### src/rtl/param_updown_counter.sv
// param_updown_counter: modulo-N up/down counter with prescaler,
// clear/load, and wrap-or-saturate limit handling.
module param_updown_counter #(
    parameter int unsigned WIDTH    = 4,
    parameter int unsigned MAX_VAL  = 15,
    parameter int unsigned PRESCALE = 1,
    parameter bit          SATURATE = 1'b0
) (
    input  logic             clk,
    input  logic             reset,
    input  logic             en,
    input  logic             up_dn,
    input  logic             clr,
    input  logic             load,
    input  logic [WIDTH-1:0] load_val,
    output logic [WIDTH-1:0] count,
    output logic             tc,
    output logic             wrap,
    output logic             ovf
);

    localparam logic [WIDTH-1:0] MAXV = WIDTH'(MAX_VAL);
    localparam int unsigned PW =
        (PRESCALE > 1) ? $clog2(PRESCALE) : 1;
    localparam logic [PW-1:0] PLAST = PW'(PRESCALE - 1);

    logic [PW-1:0]    pre;
    logic             step;
    logic             at_lim;
    logic [WIDTH-1:0] nxt;
    logic [WIDTH-1:0] ld;

    assign step   = en && (pre == PLAST);
    assign at_lim = up_dn ? (count == MAXV)
                          : (count == '0);
    assign ld     = (load_val > MAXV) ? MAXV : load_val;
    assign tc     = at_lim;

    // Next value for a step: move one, or wrap/hold at a limit.
    always_comb begin
        nxt = count;
        unique case (1'b1)
            !at_lim &&  up_dn: nxt = count + WIDTH'(1);
            !at_lim && !up_dn: nxt = count - WIDTH'(1);
            at_lim && SATURATE: nxt = count;
            default: nxt = up_dn ? '0 : MAXV;
        endcase
    end

    // Prescaler: counts enabled cycles, restarts on clr/load.
    always_ff @(posedge clk or negedge reset) begin
        if (!reset) begin
            pre <= '0;
        end else if (clr || load) begin
            pre <= '0;
        end else if (en) begin
            pre <= step ? '0 : pre + PW'(1);
        end
    end

    // Count, one-cycle limit pulse and sticky limit flag.
    always_ff @(posedge clk or negedge reset) begin
        if (!reset) begin
            count <= '0;
            wrap  <= 1'b0;
            ovf   <= 1'b0;
        end else if (clr) begin
            count <= '0;
            wrap  <= 1'b0;
            ovf   <= 1'b0;
        end else if (load) begin
            count <= ld;
            wrap  <= 1'b0;
        end else if (step) begin
            count <= nxt;
            wrap  <= at_lim;
            if (at_lim) ovf <= 1'b1;
        end else begin
            wrap  <= 1'b0;
        end
    end

endmodule

### config.mk
export PLATFORM = sky130hd
export DESIGN_NAME = param_updown_counter
export DESIGN_NICKNAME = d
export VERILOG_FILES = /design/src/rtl/param_updown_counter.sv
export SDC_FILE = /design/constraint.sdc
export NUM_CORES = 1
export LEC_CHECK = 0
export ABC_AREA = 1
export CORE_AREA = 3 3 40 42
export CTS_CLUSTER_DIAMETER = 100
export DETAILED_ROUTE_END_ITERATION = 8
export DIE_AREA = 0 0 43 45
export GPL_TIMING_DRIVEN = 0
export PLACE_DENSITY = 0.71
export SLEW_MARGIN = 20
export SYNTH_ARGS = -nofsm -noshare
export SYNTH_HDL_FRONTEND = slang
export SYNTH_SLANG_ARGS = --single-unit
### constraint.sdc
create_clock -name clk -period 2.2 [get_ports clk]
set_clock_uncertainty 0.1 [all_clocks]
set_input_delay 0.55 -clock clk [delete_from_list [all_inputs] [get_ports clk]]
set_output_delay 0.55 -clock clk [all_outputs]
set_load 0.01 [all_outputs]
Word-level counts from Yosys, hierarchy flattened
Cells that the tools add are included.

storage, ports and cells
  output and inout bits = 7
  input bits = 10
  bits in registers = 7
  logic and storage cells = 40

operators by class
  add/subtract/negate cells = 3
  multiplexer cells = 17
  bitwise logic cells = 1
  reductions and logical operators = 12
  $lt $le $gt $ge = 1
  eq/ne operators = 2

operator list
  cell                                                  number
  2-to-1 mux 4 bit                                      5
  2-to-1 mux 1 bit                                      11
  case mux 4 bit (2 select lines)                       1
  nonzero test 2 bit                                    3
  adder 4 x 1 -> 4 bit, second input constant           1
  == test 4 bit, second input constant                  1
  greater-than comparator 4 bit, second input constant  1
  logical NOT 4 bit                                     1
  subtractor 4 x 1 -> 4 bit, second input constant      1
  logical AND 1 bit                                     3
  AND reduction 3 bit                                   1
  nonzero test 3 bit                                    1
  logical NOT 1 bit                                     2
  != test 2 bit, second input constant                  1
  adder 1 bit, second input constant                    1
  logical OR 1 bit                                      1
  NOT 1 bit                                             1

Logic depth before layout (Yosys ltp)
Gate-level depths: netlist of run 1.

  depth after elaboration = 8
  mapped depth = 12

Worst setup path before layout of run 1
OpenSTA, ideal clock, no wires.

  kind = reg2reg
  from = register count[0]
  to = register count[3]
  setup slack = 406 ps
  arrival time = 1621 ps
  required time = 2027 ps
  period minus slack after synthesis = 1794 ps
  cell stages (with the launch flop) = 12
  setup time = 73 ps
  path through = dfrtp_1 nor2_1 nand2_2 nand2_2 inv_1 ha_1 nand3_1 nand3_1 nand3_1 nand3_2 nand2_1 a21oi_2

between the ends
  word-level cells in the longest chain between the ends = 8
  elaborated cells on any way between the ends = 12

RTL lines
  item                                                RTL line  RTL
  start, declared                                     16        output logic [WIDTH-1:0] count,
  start signal, assigned                              72        count <= ld;
  start signal, assigned                              75        count <= nxt;
  == test 4 bit or logical NOT 4 bit (tied branches)  34, 35
  2-to-1 mux 1 bit                                    34        assign at_lim = up_dn ? (count == MAXV)
  logical NOT 1 bit                                   43, 44
  logical AND 1 bit (on tied branches)                44, 43
  case mux 4 bit (2 select lines) (*)                 42        unique case (1'b1)
  2-to-1 mux 4 bit (*)                                74        end else if (step) begin
  2-to-1 mux 4 bit (*)                                71        end else if (load) begin
  2-to-1 mux 4 bit (*)                                67        end else if (clr) begin

Mark *: on every way between the ends. The rest lies on a longest branch, timed or not. The select of a mux whose other input is x is not followed.
A chain may end at the register's enable or synchronous reset.

Worst setup path after layout of run 1
  from = input port up_dn
  to = output port tc

between the ends
  word-level cells in the longest chain between the ends = 1

RTL lines
  item              RTL line  RTL
  start, declared   12        input logic up_dn,
  2-to-1 mux 1 bit  34
  end, declared     17        output logic tc,

No other way between the ends.

==> run_results.csv, run 1 <==
group,metric,value,unit
detailed_routing,wl_met2,529,um
yosys,seq_area_frac_synth,0.323,
detailed_routing,wl_met1,465,um
timing,finalCritPeriodShare,0.956,
placement,dp_hpwl,902,um
floorplan,die_area,1940,um2
yosys,netlist_instances,66,
setup_path,cpLargestDelayFamily,"buffers and inverters",
global_route,grt_max_degree,9,
yosys,synth-xor-area-share,0.0162,
timing,rsz0062_at_grt,"no",
setup_path,critPathArrivalTime,1.45,ns
global_route,track_usage,0.124,
timing,setup_viol,0,
outcome,outcome,"completed",
clock_tree,post_cts_buffers,0,
setup_path,path_buf_inv,4,
cells_and_area,areaGrowthSynthToFinish,37.6,%
flow_run,drv_cap,0,
power_and_ir_drop,total_power,437,uW
yosys,syn_area,542,um2
min_path,hold_path_class,"reg -> reg",
floorplan,die_w,43,um
yosys,synth_fp_nets,79,
detailed_routing,vias_per_cell,4.77,
cells_and_area,final_net_count,100,
setup_path,worstPathCellList,"dlygate4sd2_1 -> inv_1 -> nand2_2 -> nand2_4 -> inv_4 -> dlygate4sd2_1",
setup_path,timing.critical_path.mode_cell,"dlygate4sd2_1",
timing,relSlewSlack,0.789,
placement,dpl_worst_slack,-0.410,ns
floorplan,rows,13,
clock_tree,insertion_delay,0.25,ns
detailed_routing,num_vias,482,
floorplan,num_io_pins,17,
floorplan,core,1280,um2
power_and_ir_drop,vdd_drop_max,0.254,mV
detailed_routing,postRouteAntennaNets,0,
timing,fmax,475,MHz
yosys,yosys.area_share.simple,0.379,
yosys,synth.avg_cell_area,8.21,um2
timing,period_needed,2.10,ns
yosys,synth-compound-area-share,0.106,
setup_path,crit_path_start_kind,"primary input",
yosys,synth_top_family_by_area,"simple AND/OR/NAND/NOR gates",
yosys,ys_seq_elements,7,
timing,worst_slew_pin_slew,0.316,ns
clock_tree,cts_max_path_buffers,2,
placement,gp_congestion,0.728,
cells_and_area,n_antenna_cell,0,
placement,numPortBuffers,16,
clock_tree,cts_tree,"yes",
global_route,grt_remaining_overflow,0,
clock_tree,clock-sinks,7,
detailed_routing,met3_length,42,um
detailed_routing,wl_per_cell,10.3,um
cells_and_area,drive_gt1_frac,0.233,
clock_tree,cts-buffers-inserted,3,
cells_and_area,final_common_cell,"clkdlybuf4s50_1",
global_route,grt_pass1_vias,443,
cells_and_area,fin_cells,101,
global_route,grt_pass1_wl,1810,um
yosys,synth_warnings,0,
detailed_routing,drc,0,
setup_path,worst-setup-path-type,"in -> out",
cells_and_area,mostFrequentLayoutCells,"clkdlybuf4s50_1 (14), inv_1 (10), nand2_1 (10)",
timing,setup_slack,0.0968,ns
detailed_routing,postRouteWirelength,1040,um
floorplan,die_h,45,um
power_and_ir_drop,p_leak,0.367,nW
timing,finalHoldViolations,0,
setup_path,cpPeakStageDelay,0.27,ns
detailed_routing,drt-initial-drc-count,2,
yosys,synth.distinct_cells,21,
setup_path,worstPathRequired,1.55,ns
timing,drv_slew,0,
detailed_routing,top_layer_used,"met3",
setup_path,cp_max_fo,3,
clock_tree,cts_root_buffer,"clkbuf_4",
power_and_ir_drop,power_density,587,nW/um2
yosys,synth_fa_ha_area_frac,0.0831,
clock_tree,postCtsHoldBufs,0,
clock_tree,path_clk_slew,0.05,ns
clock_tree,htree_levels,1,
cells_and_area,fin_util,0.580,
setup_path,endpoint_kind,"primary output",
global_route,antenna_found_initial,0,
detailed_routing,drt_first_pass_iters,2,
yosys,synthMuxAreaShare,0,
setup_path,cpMaxStageDelayCell,"dlygate4sd2_1",
placement,placed_cells,97,
floorplan,start_util,0.422,
## cell type report
class                   count  area [um2]
fillers                   132         539
multi-input cells          47         317
flip-flops and latches      7         176
repair buffers             16         158
inverters                  12        50.0
clock buffers               4        26.3
well taps                  15        18.8
## registers in the layout, summed over array words and instances (netlist names)
| register | flops |
|---|---|
| count | 4 |
| ovf | 1 |
| pre | 1 |
| wrap | 1 |
## synth_stat cells (all sizes together)
cell type	n	share of area
dfrtp	7	0.32
o21ai	2	0.032
inv	12	0.092
nand4	1	0.012
or2	1	0.012
a31oi	1	0.012
a21o	1	0.014
a21oi	3	0.049
nor2	9	0.090
xor2	1	0.016
nand2	14	0.12
nand3	9	0.10
ha	2	0.046
fa	1	0.037
nor3	2	0.039
## kinds of logic after synthesis
kind of cell             Yosys count
AO/OA/AOI/OAI                      7
buffers and inverters             12
flip-flops                         7
XOR/XNOR                           1
AND/OR/NAND/NOR                   36
adder cells (fa/ha/maj)            3
## stage by stage
step / instance area [um2] / hold slack (ns) / setup TNS (ns)
2_1_floorplan: 542 / 0.154 / 0
3_3_place_gp: 721 / 0.362 / -0.777
3_5_place_dp: 721 / 0.369 / -0.867
4_1_cts: 744 / 0.380 / 0
5_1_grt: 746 / 0.419 / 0
6_report: 746 / 0.379 / 0
## per-layer routing
| layer | vias up | GRT usage |
|---|---|---|
| li1 | 254 | - |
| met1 | 218 | 0.146 |
| met2 | 10 | 0.213 |
| met3 | 0 | 0.0239 |
| met4 | 0 | 0.0723 |
| met5 | - | 0 |
## worst paths after layout
check	startpoint	to	slack [ns]	cells after the start
worst min-delay path	ovf	ovf	0.38	1
max in group asynchronous	reset	count[0]	1.28	1
worst max-delay path	up_dn	tc	0.1	6
worst min register to register	ovf	ovf	0.38	1
min in group asynchronous	reset	ovf	0.46	1
worst max register to register	count[1]	count[3]	0.30	11
## where the power goes
part,internal [mW],total (mW),switching (mW)
clock network,0.0692,0.116,0.0471
registers,0.141,0.159,0.0183
logic,0.0792,0.162,0.0829
total,0.289,0.437,0.148
## repair_timing
item | CTS | global route
pin swaps | 0 | 0
resized for setup | 2 | 1
endpoints found under the hold margin | 0 | 0
setup endpoints to repair | 1 | 1
No activity file was read; power rests on OpenSTA's default activity.
==> inputs of run 2 (changes only) <==
--- a/config.mk
+++ b/config.mk
@@ -6,6 +6,7 @@
 export NUM_CORES = 1
 export LEC_CHECK = 0
 export ABC_AREA = 1
+export CAP_MARGIN = 40
 export CORE_AREA = 3 3 40 42
 export CTS_CLUSTER_DIAMETER = 100
 export DETAILED_ROUTE_END_ITERATION = 8
==> results of run 2 <==
Final layout, timing and power as in run 1 (identical DEF).
==> variant, RTL diff (flow settings as in run 1) <==
The parameter `MAX_VAL` goes from 15 to 11.
--- a/src/rtl/param_updown_counter.sv
+++ b/src/rtl/param_updown_counter.sv
@@ -3,5 +3,5 @@
 module param_updown_counter #(
     parameter int unsigned WIDTH    = 4,
-    parameter int unsigned MAX_VAL  = 15,
+    parameter int unsigned MAX_VAL  = 11,
     parameter int unsigned PRESCALE = 1,
     parameter bit          SATURATE = 1'b0
Formal check against the unedited RTL: not equivalent (Yosys sat finds a counterexample within 4 cycles, from zero or initial values and one cycle with reset low).
==> variant against run 1 <==
- setup slack improved by 0.054 ns
- maximum frequency up 2.6%
- wire length grew 7.4%
- sequential power up 3%
- non-clock buffer count is 1 higher
- total power grew 2.5%
- synthesized area is 8.3% lower
- critical path depth unchanged
- die area is the same
- sequential cell count unchanged
- design area fell by 3.9%
==> variant: results (changes against run 1) <==
Static Leak: 0.000370 uW (was 0.000367 uW)
gpl congestion: 0.771 (was 0.728)
Synth Area in Compound Gates: 12.8% (was 10.6%)
Clock buf/inv share: 3.66% (was 3.52%)
placed insts: 103 (was 97)
vias in the first global route: 467 (was 443)
via count: 515 (was 482)
synth top area cells: dfrtp_1 (35%), inv_1 (11%), nor2_1 (9.8%), nand2_1 (9.1%), nand3_1 (8.1%) (was dfrtp_1 (32%), inv_1 (6.9%), nand2_1 (6.9%), nand3_1 (6.5%), nor2_1 (4.8%))
Routed met1 length: 503 um (was 465 um)
Layout Nets: 107 (was 100)
sequential area share after synthesis: 35.3% (was 32.3%)
Post-Synthesis Net Count: 85 (was 79)
Buffers, non-clock: 17 (was 16)
Worst IR Drop VDD: 0.000328 V (was 0.000254 V)
Pre-Repair DR Iteration Count: 4 (was 2)
Reg area: 178 um2 (was 176 um2)
commonest cells in the netlist: inv_1 (14), nor2_1 (13), nand2_1 (12) (was inv_1 (10), nand2_1 (10), dfrtp_1 (7), nand3_1 (7), nor2_1 (7))
Worst-Margin Slew: 0.354 ns (was 0.316 ns)
Distinct cells, synth: 15 (was 21)
status: finished, final reports clean (unchanged)
invs w/o clock: 15 (was 12)
Seq area share: 24.8% (was 23.7%)
num sequential: 7 (unchanged)
switching share of power: 34.2% (was 33.9%)
GRT Total Usage: 13.1% (was 12.4%)
uppermost routed layer: met4 (was met3)
[variant: changes by cell type after synthesis, moves of 2 or more]
cell,run 1,this run
a21oi_1,0,5
nand2_2,3,0
nand3_2,2,0
a21oi_2,3,0
inv_1,10,14
nor2_4,2,0
nor2_1,7,13
nand2_1,10,12
inv_4,2,0
o21ai_0,0,3
[variant: path summary, 6_finish.rpt]
| kind | startpoint | endpoint | slack [ns] | cells past startpoint |
|---|---|---|---|---|
| max in group asynchronous | reset | count[1] | 1.25 | 1 |
| worst min-delay path | ovf | ovf | 0.39 | 2 |
| min in group asynchronous | reset | count[3] | 0.47 | 1 |
| worst max-delay path | up_dn | tc | 0.15 | 6 |
| worst max register to register | count[2] | count[3] | 0.38 | 12 |
| worst min register to register | ovf | ovf | 0.39 | 2 |
[variant: power by group through the flow]
stage	Sequential (uW)	Clock, uW	Combinational (uW)
6_report	163	121	165
5_1_grt	167	133	184
4_1_cts	162	128	167
3_5_place_dp	164	0	165
3_3_place_gp	163	0	163
2_1_floorplan	166	0	92.4
